==> src/rtl/csc_src_arb.sv <==
// Frame-level arbiter sharing one csc between two pixel sources; grants whole F..L frames round-robin.
// Latency: 1-cycle grant in IDLE, then data/flags combinational. Backpressure: csc bsy routed to granted source only.
module csc_src_arb #(
  parameter int W    = 16,
  parameter int MAXB = 4096,
  parameter int CW   = 13
) (
  input  logic           clk,
  input  logic           rst_n,
  input  logic [3*W-1:0] s0_d,
  input  logic [3:0]     s0_mflags,
  output logic [1:0]     s0_sflags,
  input  logic [3*W-1:0] s1_d,
  input  logic [3:0]     s1_mflags,
  output logic [1:0]     s1_sflags,
  output logic [3*W-1:0] x_d,
  output logic [3:0]     x_mflags,
  input  logic [1:0]     dc_sflags,
  output logic           csel,
  output logic           err_orphan,
  output logic           err_wdog,
  input  logic           clr_err
);

  typedef enum logic [1:0] {IDLE, LOCK0, LOCK1} state_t;

  localparam logic [CW-1:0] CNT_LAST = CW'(MAXB - 1);

  state_t        state;
  logic          rr_last;
  logic [CW-1:0] cnt;

  logic           locked;
  logic           lock_src;
  logic [3*W-1:0] sel_d;
  logic [3:0]     sel_mf;
  logic           dc_bsy;
  logic           unused_dc_rsvd;

  logic req0, req1;
  logic gnt0, gnt1;
  logic orph0, orph1;
  logic wdog_hit;
  logic lock_xfer;
  logic rel_beat;
  logic set_orph;
  logic set_wdog;

  assign locked         = (state == LOCK0) || (state == LOCK1);
  assign lock_src       = (state == LOCK1);
  assign sel_d          = lock_src ? s1_d : s0_d;
  assign sel_mf         = lock_src ? s1_mflags : s0_mflags;
  assign dc_bsy         = dc_sflags[0];
  assign unused_dc_rsvd = dc_sflags[1];

  // Arbitration looks only at V and F; A is deliberately ignored.
  assign req0 = s0_mflags[0] & s0_mflags[2];
  assign req1 = s1_mflags[0] & s1_mflags[2];
  assign gnt1 = req1 & (~req0 | ~rr_last);
  assign gnt0 = req0 & ~gnt1;

  assign orph0 = (state == IDLE) & s0_mflags[0] & ~s0_mflags[2];
  assign orph1 = (state == IDLE) & s1_mflags[0] & ~s1_mflags[2];

  // Watchdog depends only on registered cnt, so dc_sflags never reaches x_mflags.
  assign wdog_hit  = locked & (cnt == CNT_LAST);
  assign lock_xfer = locked & sel_mf[0] & ~dc_bsy;
  assign rel_beat  = lock_xfer & (sel_mf[1] | wdog_hit);
  assign set_orph  = orph0 | orph1;
  assign set_wdog  = lock_xfer & wdog_hit & ~sel_mf[1];

  // Reset is also applied here so the outputs snap to their idle values the moment rst_n drops.
  always_comb begin
    x_d       = '0;
    x_mflags  = 4'h0;
    s0_sflags = 2'b01;
    s1_sflags = 2'b01;
    if (rst_n) begin
      case (state)
        IDLE: begin
          if (orph0) s0_sflags = 2'b00;
          if (orph1) s1_sflags = 2'b00;
        end
        LOCK0: begin
          x_d       = sel_d;
          x_mflags  = sel_mf | {2'b00, wdog_hit & sel_mf[0], 1'b0};
          s0_sflags = {1'b0, dc_bsy};
        end
        LOCK1: begin
          x_d       = sel_d;
          x_mflags  = sel_mf | {2'b00, wdog_hit & sel_mf[0], 1'b0};
          s1_sflags = {1'b0, dc_bsy};
        end
        default: begin
          x_d      = '0;
          x_mflags = 4'h0;
        end
      endcase
    end
  end

  always_ff @(posedge clk or negedge rst_n) begin
    if (!rst_n) begin
      state      <= IDLE;
      rr_last    <= 1'b1;
      csel       <= 1'b0;
      cnt        <= '0;
      err_orphan <= 1'b0;
      err_wdog   <= 1'b0;
    end else begin
      case (state)
        IDLE: begin
          if (gnt0) begin
            state <= LOCK0;
            csel  <= 1'b0;
          end else if (gnt1) begin
            state <= LOCK1;
            csel  <= 1'b1;
          end
        end
        LOCK0, LOCK1: begin
          if (lock_xfer) begin
            if (rel_beat) begin
              state   <= IDLE;
              rr_last <= lock_src;
              cnt     <= '0;
            end else begin
              cnt <= cnt + CW'(1);
            end
          end
        end
        default: begin
          state <= IDLE;
          cnt   <= '0;
        end
      endcase
      // A new error event in the same cycle as clr_err keeps the flag set.
      err_orphan <= set_orph | (err_orphan & ~clr_err);
      err_wdog   <= set_wdog | (err_wdog & ~clr_err);
    end
  end

endmodule
==> config.mk <==
export PLATFORM = sky130hd
export DESIGN_NAME = csc_src_arb
export DESIGN_NICKNAME = d
export VERILOG_FILES = /design/src/rtl/csc_src_arb.sv
export SDC_FILE = /design/constraint.sdc
export NUM_CORES = 1
export LEC_CHECK = 0
export BUFFER_PORTS_ARGS = -buffer_cell sky130_fd_sc_hd__buf_2
export CORE_ASPECT_RATIO = 0.6
export CORE_MARGIN = 2
export CORE_UTILIZATION = 40
export CTS_CLUSTER_SIZE = 30
export DETAILED_ROUTE_END_ITERATION = 7
export PLACE_DENSITY = 0.8
export SYNTH_ARGS = -nofsm -noshare
export SYNTH_HDL_FRONTEND = slang
export SYNTH_SLANG_ARGS = --single-unit
==> constraint.sdc <==
create_clock -name clk -period 2.4 [get_ports clk]
set_input_delay 0.48 -clock clk [delete_from_list [all_inputs] [get_ports clk]]
set_output_delay 0.48 -clock clk [all_outputs]
set_load 0.005 [all_outputs]
==> results of run 1 <==
==> final cells by class <==
class,instances,area [um^2],area share (%)
multi-input combinational,197,1440,47.0
timing repair buffer,179,983,32.1
sequential,19,477,15.5
tap,66,82.6,2.69
clock buffer,3,41.3,1.35
inverter,10,37.5,1.22
clock inverter,1,5.00,0.163
==> worst max-delay path by stage <==
stage | from | end | slack, ps | cells past startpoint
floorplan | state[1]$_DFFE_PN0P_ | x_mflags[1] | 170 | 9
global placement | state[1]$_DFFE_PN0P_ | x_mflags[1] | 300 | 7
detailed placement | state[0]$_DFFE_PN0P_ | cnt[5]$_DFFE_PN0P_ | 140 | 6
CTS | state[0]$_DFFE_PN0P_ | x_mflags[1] | 30 | 6
global route | state[0]$_DFFE_PN0P_ | x_d[45] | 5 | 6
finish | state[0]$_DFFE_PN0P_ | x_mflags[1] | 80 | 7
==> sequential cells by signal, summed over array words and instances, names as in the netlist <==
signal and cells:
err_wdog 1, err_orphan 1, csel 1, state 2
rr_last 1, cnt 13
==> power by group through the flow <==
stage | clock, mW | sequential, mW | combinational [mW]
floorplan | 0 | 0.414 | 1.19
global placement | 0 | 0.422 | 1.79
detailed placement | 0 | 0.424 | 1.84
CTS | 0.233 | 0.418 | 1.89
global route | 0.253 | 0.424 | 2.17
finish | 0.229 | 0.416 | 2.00
==> worst max-delay path: cells and delay by family, from the launching register on <==
kind                       cells  cell delay, ps
adders and majority gates      1             320
and+or+nand+nor                3             430
DFF                            1             360
buffers and inverters          2             230
AOI/OAI and AO/OA              1             220
==> cell usage after synthesis, types with 3 or more instances <==
| cell | count | share of area, % |
|---|---|---|
| nand4_1 | 3 | 0.91 |
| inv_1 | 10 | 1.8 |
| nor2_1 | 56 | 10 |
| buf_2 | 8 | 1.9 |
| o21ai_0 | 7 | 1.7 |
| ha_1 | 4 | 2.4 |
| dfrtp_1 | 18 | 22 |
| nand3_1 | 4 | 0.97 |
| a31oi_1 | 11 | 3.3 |
| and4_1 | 3 | 1.3 |
| nand2_1 | 10 | 1.8 |
| and3_1 | 5 | 1.5 |
| mux2i_1 | 50 | 24 |
| buf_4 | 5 | 1.8 |
| clkbuf_1 | 7 | 1.3 |
| o22ai_1 | 4 | 1.2 |
| nand4b_1 | 5 | 2.1 |
==> logic make-up (layout without fill, tap and decap cells) <==
kind of cell / Yosys count / count (layout) / synth area share [%]
other: 1 / 2 / 0.182
DFF: 19 / 19 / 23.2
buffers and inverters: 33 / 193 / 8.16
and+or+nand+nor: 97 / 97 / 23.3
muxes: 53 / 53 / 27.1
adders and majority gates: 4 / 4 / 2.43
AOI/OAI and AO/OA: 41 / 41 / 15.6
==> routing by layer <==
layer  routed length (um)  vias to the layer above  share of wire (%)  global-route usage [%]
met1                 3230                     1160                 43                    34.9
li1                     -                     1217                  -                       -
met5                    0                        -                  0                       0
met2                 3490                      119                 46                    36.1
met4                  189                        0                2.5                    7.85
met3                  626                       18                8.3                    4.20
==> per-stage QoR <==
step           cell area, um^2  total power [mW]  worst slack (ps)  util [%]
2_1_floorplan             2060              1.60               172         -
4_1_cts                   3000              2.54              28.2      60.0
3_3_place_gp              2950              2.21               301      58.9
3_5_place_dp              2950              2.27               141      58.9
6_report                  3070              2.64              80.4      61.3
5_1_grt                   3070              2.84              5.32      61.3
==> what timing repair did <==
item                       4_1_cts  5_1_grt
setup buffers                    0        4
setup endpoints to repair        1       32
pin swaps                        0        1
hold buffers                     0        0
cloned                           0        1
resized for setup                1        2
==> reports/metrics.yaml, run 1 <==
run_status:
  status: "complete, no violations"
synth:
  synth_area_per_cell_um2: 8.29
  synth_seq_area_share_pct: 23.2
  synthArstFlopShare_pct: 100
  netlist_instances: 248
  ys_seq_elements: 19
  synthFlopType: "dfrtp_1"
  synth_area_um2: 2060
  ys_types: 47
  yosysWarnings: 0
  synth_edf_count: 0
drt:
  vias: 2514
  wl_per_cell_um: 15.8
  first_pass_iters: 4
  drc_errors: 0
  drt_iter0_markers: 167
  wirelength_um: 7530
  routed_via_density: 5.29
  ant_nets: 0
power:
  leakagePower_nw: 1.60
  combPwrFrac_pct: 75.6
  p_sw_share_pct: 46.1
  power.switching_mw: 1.22
  pwr-share-seq_pct: 15.7
  p_int_mw: 1.42
  power_density_nw_per_um2: 861
  p_clk_share_pct: 8.7
  ir_drop_mv: 0.551
critical_path:
  cp_max_fo: 4
  crit_slowest_cell: "dfrtp_1"
  rr_startpoint: "state[0]$_DFFE_PN0P_"
  reg2regPathDepth: 6
  arrival_ps: 1840
  rrSetupSlack_ps: 170
  crit_path_max_incr_delay_ps: 360
  cp.required_ps: 1920
  path_class: "reg2out"
  start_kind: "flop"
  r2r_end: "cnt[5]$_DFFE_PN0P_"
  end_kind: "output port"
  cp_cell_sequence: "inv_1, ha_4, and3b_1, nand4_4, o21a_1, nor2_1, buf_2"
finish:
  layout_commonest_cell: "buf_2"
  area_growth_pct: 49.2
  fin_cells: 475
  diodes: 0
  final_layout_size_suffix_gt1_share_pct: 47.9
  nNetsFinal: 523
  mostFrequentLayoutCells: "buf_2 (164), nor2_1 (56), mux2i_1 (50)"
  fill_cells: 452
clock_network:
  numCtsBuffers: 3
  tritoncts: "done"
  clkSinkCount: 19
  root_buffer: "clkbuf_8"
  htree_num_levels: 1
  path_clk_slew_ps: 80
  cts_buffer_depth: 2
  insertion_delay_ps: 260
global_route:
  grt_usage_pct: 24.0
  grt_pass1_wl_um: 10400
  grt_max_degree: 53
  grt_pass1_vias: 2070
  gr-total-overflow: 0
  antenna_found_initial: 0
place:
  place_inst: 466
  post-dp-hpwl_um: 5820
  gp_congestion: 0.973
  numPortBuffers: 164
worst_hold_path:
  min_path_type: "in2async"
sta:
  finClkSkew_ps: 8.04
  fin_crit_sh_pct: 96.7
  maxClockFrequency_mhz: 431
  final-setup-viol-count: 0
  fin_hold_ws_ps: 186
  tns_ps: 0
  finalMaxSlewViolations: 0
  period_minus_slack_ps: 2320
  grt_setup_unrepaired: "no"
  hold_viol_final: 0
die:
  die_w_um: 96.6
  die_area_um2: 5750
  die_h_um: 59.5
  core_area_um2: 5000
  placementRows: 20
  initial_core_util_pct: 41.1
  ioPinCount: 168
flow_run:
  cap_violations: 0
Note: power is estimated with default switching activity, not from simulation.
==> run 2, diff against run 1 <==
==> constraint.sdc (replaced) <==
create_clock -name clk -period 2.4 [get_ports clk]
set_input_delay 0.48 -clock clk [delete_from_list [all_inputs] [get_ports clk]]
set_output_delay 0.48 -clock clk [all_outputs]
set_load 0.02 [all_outputs]
==> reports/metrics.yaml, run 2 (same netlist as run 1, synthesis figures left out) <==
die:
  placementRows: 20
  die_area_um2: 5750
  ioPinCount: 168
  die_w_um: 96.6
  core_area_um2: 5000
  die_h_um: 59.5
  initial_core_util_pct: 41.1
sta:
  tns_ps: 0
  period_minus_slack_ps: 2340
  finClkSkew_ps: 1.20
  hold_viol_final: 0
  fin_crit_sh_pct: 97.5
  final-setup-viol-count: 0
  maxClockFrequency_mhz: 427
  finalMaxSlewViolations: 0
drt:
  routed_via_density: 5.27
  wl_per_cell_um: 16.0
  ant_nets: 0
  drc_errors: 0
  wirelength_um: 7640
  drt_iter0_markers: 196
  vias: 2519
  first_pass_iters: 4
clock_network:
  clkSinkCount: 19
  root_buffer: "clkbuf_8"
  tritoncts: "done"
  path_clk_slew_ps: 70
  insertion_delay_ps: 260
  numCtsBuffers: 3
  htree_num_levels: 1
  cts_buffer_depth: 2
finish:
  fin_cells: 478
  fill_cells: 443
  reg_top3: "cnt (13), state (2)"
  nNetsFinal: 526
  final_layout_size_suffix_gt1_share_pct: 49.3
  layout_commonest_cell: "buf_2"
  largest_reg_flops: 13
  fin_util_pct: 61.5
  largest-register: "cnt"
  area_growth_pct: 49.7
  mostFrequentLayoutCells: "buf_2 (163), nor2_1 (55), mux2i_1 (50)"
  stdcell_area_um2: 3080
  diodes: 0
critical_path:
  path_class: "reg2out"
  cp.required_ps: 1920
  start_kind: "flop"
  end_kind: "output port"
  rr_startpoint: "state[0]$_DFFE_PN0P_"
  rrSetupSlack_ps: 220
  r2r_end: "state[1]$_DFFE_PN0P_"
  cp_max_fo: 4
  arrival_ps: 1860
  reg2regPathDepth: 7
power:
  p_total_mw: 2.95
  power_density_nw_per_um2: 959
  leakagePower_nw: 1.60
  ir_drop_mv: 0.619
place:
  post-dp-hpwl_um: 6120
  gp_congestion: 0.931
  place_inst: 466
  placed_area_um2: 2940
  numPortBuffers: 164
global_route:
  grt_pass1_wl_um: 10400
  grt_usage_pct: 23.9
  antenna_found_initial: 0
  gr-total-overflow: 0
  grt_max_degree: 53
  grt_pass1_vias: 2130
flow_run:
  cap_violations: 0
run_status:
  status: "complete, no violations"
worst_hold_path:
  min_path_type: "in2async"
## run 2: critical path, stage by stage, from the launching register on
cell,delay (ps)
dfrtp_1,440
inv_2,80
ha_4,300
and3b_2,210
nand4_4,140
o21a_1,220
nor2_2,70
buf_4,140
## run 2: how the worst max path moves through the flow
stage                         start          end  slack (ps)  depth (start not counted)
3_3_place_gp   state[1]$_DFFE_PN0P_  x_mflags[1]         240                          7
2_1_floorplan  state[1]$_DFFE_PN0P_  x_mflags[1]          70                          9
4_1_cts        state[0]$_DFFE_PN0P_       x_d[6]           4                          6
3_5_place_dp   state[1]$_DFFE_PN0P_  x_mflags[1]         240                          7
6_report       state[1]$_DFFE_PN0P_  x_mflags[1]          60                          7
5_1_grt        state[1]$_DFFE_PN0P_  x_mflags[1]          -4                          7
## run 2: stage by stage
step | setup slack [ps] | hold WS, ps
2_1_floorplan | 66.9 | 184
3_3_place_gp | 239 | 474
3_5_place_dp | 236 | 488
4_1_cts | 4.21 | 222
5_1_grt | -3.62 | 229
6_report | 59.9 | 212
## run 2: cell type report
cell class	count	area (um^2)	share of cell area, %
Tap cell	66	82.6	2.68
Inverter	10	37.5	1.22
Sequential cell	19	477	15.5
Timing Repair Buffer	182	987	32.1
Multi-Input combinational cell	197	1450	47.1
Clock buffer	4	45.0	1.46
## run 2: report_power, final
group / total (mW) / internal [mW] / switching (mW)
Combinational: 2.30 / 0.933 / 1.37
Sequential: 0.424 / 0.378 / 0.0464
Clock: 0.229 / 0.118 / 0.111
Total: 2.95 / 1.43 / 1.52
## run 2: what timing repair did
action | CTS | global route
gates resized for setup | 2 | 8
setup endpoints to repair | 1 | 38
pin swaps | 0 | 1
buffers inserted | 0 | 8
hold buffers | 0 | 0
## run 2: layer usage
layer	global-route usage, %	up-vias	share of wire, %	routed length [um]
li1	-	1221	-	-
met1	31.9	1181	41	3140
met2	39.5	109	50	3800
met3	5.73	8	7.9	605
met4	5.84	0	1.3	102
met5	0	-	0	0
==> run 3, diff against run 2 <==
ABC_AREA = 1   (was not set)
CORE_UTILIZATION = 39   (was 40)
==> reports/metrics.yaml, run 3 <==
run_status:
  status: "complete, no violations"
drt:
  drc_errors: 0
  wl_per_cell_um: 12.7
  routed_via_density: 4.90
  wirelength_um: 7260
  drt_iter0_markers: 142
  first_pass_iters: 4
  ant_nets: 0
  vias: 2814
clock_network:
  tritoncts: "done"
  numCtsBuffers: 3
  path_clk_slew_ps: 70
  root_buffer: "clkbuf_8"
  hold_buffers: 0
  insertion_delay_ps: 260
  cts_buffer_depth: 2
  htree_num_levels: 1
  clkSinkCount: 19
flow_run:
  cap_violations: 0
place:
  post-dp-hpwl_um: 5850
  numPortBuffers: 164
  gp_congestion: 0.899
  place_ws_ps: 256
global_route:
  gr-total-overflow: 0
  grt_pass1_wl_um: 11000
  antenna_found_initial: 0
  grt_max_degree: 35
  grt_usage_pct: 24.6
  grt_pass1_vias: 2483
power:
  power_density_nw_per_um2: 1040
  leakagePower_nw: 1.69
  p_total_mw: 3.08
  ir_drop_mv: 0.464
synth:
  synth_simple_gate_area_share_pct: 56.2
  synthArstFlopShare_pct: 100
  ys_seq_elements: 19
  synth_top_family_by_area: "simple AND/OR/NAND/NOR gates"
  ys_top_cells_by_area: "dfrtp_1 (23%), nor2_1 (23%), nand2_1 (14%)"
  synthFlopType: "dfrtp_1"
  synth_compound_area_share_pct: 6.68
  synthMuxAreaShare_pct: 0
  synth_seq_area_share_pct: 24.5
  synth_edf_count: 0
  ys_types: 30
  synth_adder_area_share_pct: 2.57
  synth_top_cell_by_area: "dfrtp_1"
  synth-xor-area-share_pct: 0
  synth_area_per_cell_um2: 5.53
  netlist_instances: 352
  synth_common_cells: "nor2_1 (118), nand2_1 (71), nor3_1 (51)"
  yosysWarnings: 0
  synth_most_common_cell: "nor2_1"
  synth_area_um2: 1950
  synth_top_area_share_pct: 23.1
finish:
  largest-register: "cnt"
  mostFrequentLayoutCells: "buf_2 (160), nor2_1 (118), nand2_1 (70)"
  largest_reg_flops: 13
  fill_cells: 464
  nNetsFinal: 625
  area_growth_pct: 51.3
  reg_top3: "cnt (13), state (2)"
  fin_util_pct: 62.9
  diodes: 0
  final_layout_size_suffix_gt1_share_pct: 36.8
  layout_commonest_cell: "buf_2"
critical_path:
  cp_max_fo: 16
  arrival_ps: 1860
  end_kind: "output port"
  cp.required_ps: 1920
  start_kind: "flop"
  r2r_end: "cnt[6]$_DFFE_PN0P_"
  rrSetupSlack_ps: 230
  rr_startpoint: "state[0]$_DFFE_PN0P_"
  path_class: "reg2out"
  reg2regPathDepth: 12
sta:
  finalMaxSlewViolations: 0
  timing.final.ws_setup_ps: 63.1
  finClkSkew_ps: 6.45
  final-setup-viol-count: 0
  grt_setup_unrepaired: "yes"
  period_minus_slack_ps: 2340
  fin_crit_sh_pct: 97.4
  hold_viol_final: 0
  maxClockFrequency_mhz: 428
die:
  initial_core_util_pct: 41.6
  die_area_um2: 5600
  placementRows: 19
  die_w_um: 95.2
  die_h_um: 58.7
  core_area_um2: 4680
  ioPinCount: 168
worst_hold_path:
  min_path_type: "in2async"
[run 3: worst max-delay path, stage by stage (launching register included)]
cell	delay (ps)
dfrtp_1	380
inv_1	100
ha_1	340
nand2_4	110
buf_4	210
nor3_1	260
buf_4	190
[run 3: area by class of cell]
cell class              instances  area, um^2  share of cell area, %
well taps                      63        78.8                   2.68
inverters                      26         104                   3.52
flip-flops and latches         19         477                   16.2
repair buffers                174         935                   31.7
multi-input cells             288        1310                   44.4
clock buffers                   4        45.0                   1.53
[run 3: timing repair]
item	CTS	global route
pin swaps	0	0
resized for setup	2	10
setup buffers	0	1
setup endpoints to repair	17	36
[run 3: per-stage QoR]
step	hold slack [ps]	setup TNS (ps)	cells	instance area, um^2
2_1_floorplan	184	0	353	1950
3_3_place_gp	492	0	569	2850
3_5_place_dp	502	0	569	2850
4_1_cts	235	0	573	2900
5_1_grt	269	-104	574	2950
6_report	243	0	574	2950
[run 3: kinds of logic (layout without fill, tap and decap cells)]
family	Yosys count	in the layout
adders and majority gates	4	4
AOI/OAI and AO/OA	19	19
DFF	19	19
buffers and inverters	46	204
and+or+nand+nor	263	263
other	1	2
[run 3: worst max path at each step]
stage	endpoint	from	depth (start not counted)
2_1_floorplan	x_d[29]	state[0]$_DFFE_PN0P_	5
3_5_place_dp	x_d[10]	state[1]$_DFFE_PN0P_	6
4_1_cts	x_d[21]	state[0]$_DFFE_PN0P_	7
3_3_place_gp	x_d[17]	state[0]$_DFFE_PN0P_	6
5_1_grt	x_d[44]	state[0]$_DFFE_PN0P_	6
6_report	x_d[44]	state[0]$_DFFE_PN0P_	6
[run 3: where the power goes]
part | total (mW) | internal [mW] | switching (mW) | leakage [nW]
sequential | 0.424 | 0.383 | 0.0403 | 0.255
clock | 0.229 | 0.118 | 0.111 | 0.0228
combinational | 2.42 | 0.820 | 1.60 | 1.42
total | 3.08 | 1.32 | 1.76 | 1.69
[run 3: layer usage]
| layer | global-route usage (%) | vias to the layer above | share of wire (%) |
|---|---|---|---|
| li1 | - | 1439 | - |
| met1 | 32.3 | 1249 | 42 |
| met2 | 42.2 | 111 | 49 |
| met3 | 4.74 | 15 | 7.6 |
| met4 | 6.00 | 0 | 1.6 |
| met5 | 0 | - | 0 |
